File: config.mk
export PLATFORM = sky130hd
export DESIGN_NAME = mul_div_unit
export DESIGN_NICKNAME = d
export VERILOG_FILES = /design/src/rtl/mul_div_pkg.sv /design/src/rtl/mul_div_step.sv /design/src/rtl/mul_div_unit.sv
export SDC_FILE = /design/constraint.sdc
export NUM_CORES = 1
export LEC_CHECK = 0
export BUFFER_PORTS_ARGS = -buffer_cell sky130_fd_sc_hd__buf_2
export CAP_MARGIN = 10
export CORE_MARGIN = 5
export CORE_UTILIZATION = 40
export CTS_BUF_LIST = sky130_fd_sc_hd__clkbuf_8
export CTS_CLUSTER_DIAMETER = 100
export DETAILED_ROUTE_END_ITERATION = 12
export GPL_TIMING_DRIVEN = 0
export PLACE_DENSITY = 0.56
export SKIP_CTS_REPAIR_TIMING = 1
export SLEW_MARGIN = 0
export SYNTH_ARGS = -nofsm -noshare
export SYNTH_HDL_FRONTEND = slang
export SYNTH_SLANG_ARGS = --single-unit
File: constraint.sdc
create_clock -name clk -period 8.2 [get_ports clk]
set_clock_uncertainty 0.15 [all_clocks]
set_input_delay 1.64 -clock clk [delete_from_list [all_inputs] [get_ports clk]]
set_output_delay 1.64 -clock clk [all_outputs]
set_load 0.03 [all_outputs]
File: src/rtl/mul_div_pkg.sv
// Shared definitions for the iterative multiply/divide unit and its neighbours
// (register file, write-back mux).
package mul_div_pkg;

  localparam int WIDTH_DEF = 16;
  localparam int CNT_W_DEF = 5;

  localparam logic OP_MULU = 1'b0;
  localparam logic OP_DIVU = 1'b1;

  typedef enum logic {
    ST_IDLE = 1'b0,
    ST_RUN  = 1'b1
  } state_t;

endpackage

File: src/rtl/mul_div_step.sv
// One iteration of the shift-add multiplier or restoring divider.
// The accumulator is {hi_half, lo_half}; purely combinational.
module mul_div_step
  import mul_div_pkg::*;
#(
  parameter int WIDTH = WIDTH_DEF
) (
  input  logic               op,
  input  logic [2*WIDTH-1:0] acc,
  input  logic [WIDTH-1:0]   operand,
  output logic [2*WIDTH-1:0] acc_next,
  output logic               q_bit
);

  logic [WIDTH:0]   mul_sum;
  logic [WIDTH:0]   div_shift;
  logic [WIDTH-1:0] div_diff;

  always_comb begin
    acc_next = acc;
    q_bit    = 1'b0;

    // MULU: add multiplicand into the high half when the current multiplier bit
    // is set, then shift the whole accumulator right, keeping the carry.
    mul_sum = {1'b0, acc[2*WIDTH-1:WIDTH]} + (acc[0] ? {1'b0, operand} : '0);

    // DIVU: partial remainder shifted left with the next dividend bit (MSB first).
    // A successful subtract always fits in WIDTH bits, so the low bits suffice.
    div_shift = {acc[2*WIDTH-1:WIDTH], acc[WIDTH-1]};
    div_diff  = div_shift[WIDTH-1:0] - operand;

    if (op == OP_MULU) begin
      acc_next = {mul_sum, acc[WIDTH-1:1]};
    end else begin
      q_bit = (div_shift >= {1'b0, operand});
      // Quotient bit is left as zero here; the caller inserts q_bit.
      acc_next = {(q_bit ? div_diff : div_shift[WIDTH-1:0]), acc[WIDTH-2:0], 1'b0};
    end
  end

endmodule

File: src/rtl/mul_div_unit.sv
// Iterative unsigned multiply/divide unit: WIDTH cycles per operation,
// HI/LO result registers held between completions.
module mul_div_unit
  import mul_div_pkg::*;
#(
  parameter int WIDTH = WIDTH_DEF,
  parameter int CNT_W = CNT_W_DEF
) (
  input  logic             clk,
  input  logic             rst_n,
  input  logic             start,
  input  logic             op,
  input  logic [WIDTH-1:0] operand_a,
  input  logic [WIDTH-1:0] operand_b,
  input  logic             flush,
  output logic             busy,
  output logic             done,
  output logic [WIDTH-1:0] result_lo,
  output logic [WIDTH-1:0] result_hi,
  output logic             div_by_zero
);

  // state   | meaning
  // ST_IDLE | waiting for start; results held
  // ST_RUN  | iterating, one bit per cycle; busy high

  state_t             state_q, state_d;
  logic               accept, finish;
  logic [CNT_W-1:0]   cnt_q;
  logic               op_q;
  logic [WIDTH-1:0]   opnd_q;
  logic [2*WIDTH-1:0] acc_q;
  logic [2*WIDTH-1:0] step_acc;
  logic               step_q_bit;
  logic [2*WIDTH-1:0] acc_step;

  mul_div_step #(.WIDTH(WIDTH)) u_step (
    .op       (op_q),
    .acc      (acc_q),
    .operand  (opnd_q),
    .acc_next (step_acc),
    .q_bit    (step_q_bit)
  );

  assign acc_step = (op_q == OP_DIVU) ? {step_acc[2*WIDTH-1:1], step_q_bit} : step_acc;

  always_comb begin
    state_d = state_q;
    accept  = 1'b0;
    finish  = 1'b0;
    case (state_q)
      ST_IDLE: begin
        if (start && !flush) begin
          state_d = ST_RUN;
          accept  = 1'b1;
        end
      end
      ST_RUN: begin
        // Abort takes priority over completion.
        if (flush) begin
          state_d = ST_IDLE;
        end else if (cnt_q == CNT_W'(WIDTH - 1)) begin
          state_d = ST_IDLE;
          finish  = 1'b1;
        end
      end
      default: state_d = ST_IDLE;
    endcase
  end

  always_ff @(posedge clk or negedge rst_n) begin
    if (!rst_n) begin
      state_q <= ST_IDLE;
      busy    <= 1'b0;
    end else begin
      state_q <= state_d;
      busy    <= (state_d == ST_RUN);
    end
  end

  always_ff @(posedge clk or negedge rst_n) begin
    if (!rst_n) begin
      cnt_q       <= '0;
      op_q        <= OP_MULU;
      opnd_q      <= '0;
      acc_q       <= '0;
      done        <= 1'b0;
      result_lo   <= '0;
      result_hi   <= '0;
      div_by_zero <= 1'b0;
    end else begin
      done <= finish;
      if (accept) begin
        // MULU keeps the multiplicand and shifts the multiplier through acc;
        // DIVU keeps the divisor and shifts the dividend through acc.
        op_q   <= op;
        opnd_q <= (op == OP_DIVU) ? operand_b : operand_a;
        acc_q  <= {{WIDTH{1'b0}}, ((op == OP_DIVU) ? operand_a : operand_b)};
        cnt_q  <= '0;
      end else if (state_q == ST_RUN && !flush) begin
        acc_q <= acc_step;
        cnt_q <= cnt_q + 1'b1;
      end
      if (finish) begin
        result_lo   <= acc_step[WIDTH-1:0];
        result_hi   <= acc_step[2*WIDTH-1:WIDTH];
        div_by_zero <= (op_q == OP_DIVU) && (opnd_q == '0);
      end
    end
  end

endmodule

==> impl.org <==
** Run status
- The run finished with clean final reports.

** Cells and area
- Fraction of final layout cells with drive strength greater than 1 :: 0.166
- The finished cells cover 0.00655 sq mm.
- Fill cells in the final layout number about 1,400.
- For this run, the post-layout net count is 767.
- The multi-input combinational cells in the finished layout cover a total of 0.00328 sq mm.
- Total area of sequential cells :: 0.00223 sq mm
- Growth of design area from synthesis to finish :: 13.9%
- The number of antenna diodes in the final layout is 0.

** Timing
- Worst-Margin Slew :: 0.753 ns
- Final hold violation count :: 0
- TNS Setup :: 0 ns
- Of the available clock period, the critical path in the final layout requires 0.450.
- Relative slew slack :: 0.498
- The number of max-slew violations in the final report came to 0.
- Count of final setup violators :: 0
- Derived from the worst setup path, the maximum achievable clock frequency is 271 MHz.
- For the finished layout, the period the worst path requires is ~3.7 ns.
- Setup repair after global routing left no endpoint under its margin.

** Yosys
- For this run, the leading register cell type out of synthesis is sky130_fd_sc_hd__dfrtp_1.
- Post-synth design cell area :: 0.00575 sq mm
- Summed over all instances, the cell type with the most area after synthesis is sky130_fd_sc_hd__dfrtp_1.
- Leading post-synthesis cells by instance count :: sky130_fd_sc_hd__dfrtp_1, sky130_fd_sc_hd__nand2_1, sky130_fd_sc_hd__o21ai_0
- Ys async rst share :: 1.00
- Synthesized flop and latch total :: between 80 and 90
- During synthesis, Yosys emitted a total of 0 warnings.
- Unique masters post-synth :: 62
- Of the post-synthesis cell area, the dominant cell type holds 0.387.
- For this run, the register share of the synthesized area comes to 0.387.
- The cell count after synthesis came out at 612.
- Yosys attributes the largest share of cell area to sky130_fd_sc_hd__dfrtp_1, sky130_fd_sc_hd__mux2i_1, sky130_fd_sc_hd__ha_1.
- Per-instance average area after synthesis :: approximately 9.4 sq um
- In this run, synthesis inferred 0 flip-flops with an integrated enable.
- Most used standard cell by instance count after synthesis :: sky130_fd_sc_hd__dfrtp_1
- Synthesized net count :: 685

** Power and ir drop
- Combinational power share :: 0.475
- Cell Int Power :: 993 uW
- IR Drop Worst-Case VDD :: slightly above 0.1 mV
- Total net switching power :: 709 uW
- Clk network pwr share :: 0.188
- Switching part of the total power :: 0.417
- Leakage component of the power :: between 3 and 4 nW
- Sequential cell fraction of total power :: 0.337
- Pwr per Cell Area :: 260 mW/mm^2

** Drt
- After detailed routing, the number of remaining DRC violations is 0.
- The detailed router placed 5,018 vias in this run.
- Antenna Nets Post-Route :: 0
- Violation count after the first detailed-route iteration :: 390
- Via density :: 5.71
- Pre-antenna DRT Iters :: 7
- Summed over all layers, the routed wires come to between 15,000 and 20,000 um.
- Routed WL per cell :: 19.6 um

** Placed design
- Routability-driven placement finished with a final weighted congestion of 0.901.
- Standard cell area after detailed placement :: 0.00636 sq mm
- The count of buffers added on input and output ports is 70.
- After legalization and detailed placement, the total HPWL measured 13,000 um.

** Floorplanning
- Initial standard-cell utilization of the core :: 0.411
- Core Footprint :: 0.0140 sq mm
- Count of standard-cell rows :: 43
- Overall die height :: 130 um
- DIE AREA :: 0.0169 sq mm
- 72 I/O pins were placed.
- X dimension of the die :: approximately 130 um

** GRT
- Antenna violations before repair :: 0
- Maximum number of pins on one net before global-route repair :: 60
- Leftover overflow at the end of global routing :: 0
- Wire length of the first global-routing pass :: 27,600 um
- The number of global-route vias before repair was 5,078.
- In the global route stage, overall resource usage came out at 0.212.

** CTS
- Number of buffers inserted during clock tree synthesis :: 9
- CTS tree :: built
- The tree is rooted in a sky130_fd_sc_hd__clkbuf_8.
- Deepest clock path buffer count :: 2
- Post-CTS clock slew at the launch and capture registers of the worst setup and hold paths :: 0.10 ns
- H-tree levels :: 3
- The clock net in this run drives a total of 89 sinks.
- The later pin in the worst-skew pair is clocked with a latency of 0.39 ns.

** Worst setup path
- Arrival time reported for the critical path endpoint :: 3.79 ns
- The worst setup path is captured at a register.
- Worst setup path category :: register to register
- Max Fanout on Critical Path :: 9
- For the worst setup path, the data required time is 8.30 ns.
- Setup crit start kind :: register

** Run
- Across the run, the number of max-cap violations was 0.

** Worst hold path
- The tightest min-delay check is of the register to register type.
==> worst max-delay path, stage by stage (launching register included) <==
cell,delay [ns]
sky130_fd_sc_hd__dfrtp_1,0.53
sky130_fd_sc_hd__and2_1,0.22
sky130_fd_sc_hd__ha_1,0.23
sky130_fd_sc_hd__fa_1,0.44
sky130_fd_sc_hd__a211oi_1,0.32
sky130_fd_sc_hd__o21bai_1,0.18
sky130_fd_sc_hd__a211oi_1,0.47
sky130_fd_sc_hd__a21oi_1,0.20
sky130_fd_sc_hd__a31oi_1,0.32
sky130_fd_sc_hd__xor2_1,0.20
sky130_fd_sc_hd__o221a_2,0.22
sky130_fd_sc_hd__o21ai_0,0.07
==> power by group through the flow <==
stage          logic [mW]  registers (mW)  clock network (mW)
2_1_floorplan       0.625           0.549                   0
3_3_place_gp        0.785           0.579                   0
3_5_place_dp        0.798           0.580                   0
4_1_cts             0.803           0.572               0.325
5_1_grt             0.895           0.582               0.345
6_report            0.809           0.573               0.320
==> routing by layer <==
layer  vias up  track usage  part of all wire
li1       2370            -                 -
met2       149        0.328              0.45
met5         -            0                 0
met3        39       0.0430             0.053
met1      2460        0.300              0.47
met4         0       0.0703             0.026
==> metrics by stage <==
step | setup slack, ns | utilization | hold slack, ns | power, mW | std cells
2_1_floorplan | 5.22 | - | 0.299 | 1.17 | 612
3_3_place_gp | 4.48 | 0.452 | 0.308 | 1.36 | 862
3_5_place_dp | 4.45 | 0.454 | 0.316 | 1.38 | 863
4_1_cts | 4.57 | 0.468 | 0.338 | 1.70 | 879
5_1_grt | 4.39 | 0.468 | 0.356 | 1.82 | 879
6_report | 4.51 | 0.468 | 0.330 | 1.70 | 879
==> cell usage in the layout (no fill, tap or decap), types with 6 or more instances in the layout <==
| master | n |
|---|---|
| sky130_fd_sc_hd__dfrtp_1 | 89 |
| sky130_fd_sc_hd__nand2_1 | 87 |
| sky130_fd_sc_hd__buf_2 | 71 |
| sky130_fd_sc_hd__o21ai_0 | 67 |
| sky130_fd_sc_hd__mux2i_1 | 56 |
| sky130_fd_sc_hd__ha_1 | 34 |
| sky130_fd_sc_hd__nor2_1 | 31 |
| sky130_fd_sc_hd__a21oi_1 | 29 |
| sky130_fd_sc_hd__inv_1 | 25 |
| sky130_fd_sc_hd__clkbuf_1 | 24 |
| sky130_fd_sc_hd__and2_1 | 19 |
| sky130_fd_sc_hd__xnor2_1 | 13 |
| sky130_fd_sc_hd__xor2_1 | 11 |
| sky130_fd_sc_hd__mux2_2 | 11 |
| sky130_fd_sc_hd__o221ai_1 | 9 |
| sky130_fd_sc_hd__clkbuf_8 | 9 |
| sky130_fd_sc_hd__a211oi_1 | 8 |
| sky130_fd_sc_hd__a221oi_1 | 7 |
| sky130_fd_sc_hd__a21o_1 | 7 |
| sky130_fd_sc_hd__nand3_1 | 6 |
| sky130_fd_sc_hd__a22o_1 | 6 |
==> kinds of logic (layout without fill, tap and decap cells) <==
family | after synthesis | count (layout) | synth area share
xor gates and xnor gates | 24 | 24 | 0.0366
DFF | 89 | 89 | 0.387
muxes | 67 | 67 | 0.119
buffers and inverters | 55 | 142 | 0.0424
AOI/OAI and AO/OA | 172 | 172 | 0.196
and+or+nand+nor | 169 | 169 | 0.137
adders and majority gates | 36 | 36 | 0.0809
==> state kept, by name, summed over array words and instances, names as in the netlist <==
register     count
acc_q           32
opnd_q          16
result_hi       16
result_lo       16
cnt_q            5
div_by_zero      1
done             1
op_q             1
state_q          1
==> final timing paths <==
path / start / to / slack (ns) / cells after the start
max in group asynchronous: rst_n / acc_q[23]$_DFFE_PN0P_ / 6.19 / 2
min: result_hi[7]$_DFFE_PN0P_ / result_hi[7]$_DFFE_PN0P_ / 0.33 / 2
max: acc_q[0]$_DFFE_PN0P_ / acc_q[29]$_DFFE_PN0P_ / 4.51 / 11
max reg2reg: acc_q[0]$_DFFE_PN0P_ / acc_q[29]$_DFFE_PN0P_ / 4.51 / 11
min reg2reg: result_hi[7]$_DFFE_PN0P_ / result_hi[7]$_DFFE_PN0P_ / 0.33 / 2
min in group asynchronous: rst_n / result_lo[3]$_DFFE_PN0P_ / 1.04 / 1
==> area by class of cell <==
class                           instances  area share
Buffer                                 31      0.0235
Inverter                               24      0.0138
Sequential cell                        89       0.340
Clock buffer                            9      0.0189
Tap cell                              180      0.0344
Clock inverter                          7      0.0105
Timing Repair Buffer                   71      0.0581
Multi-Input combinational cell        468       0.501
No activity file was read; power rests on OpenSTA's default activity.
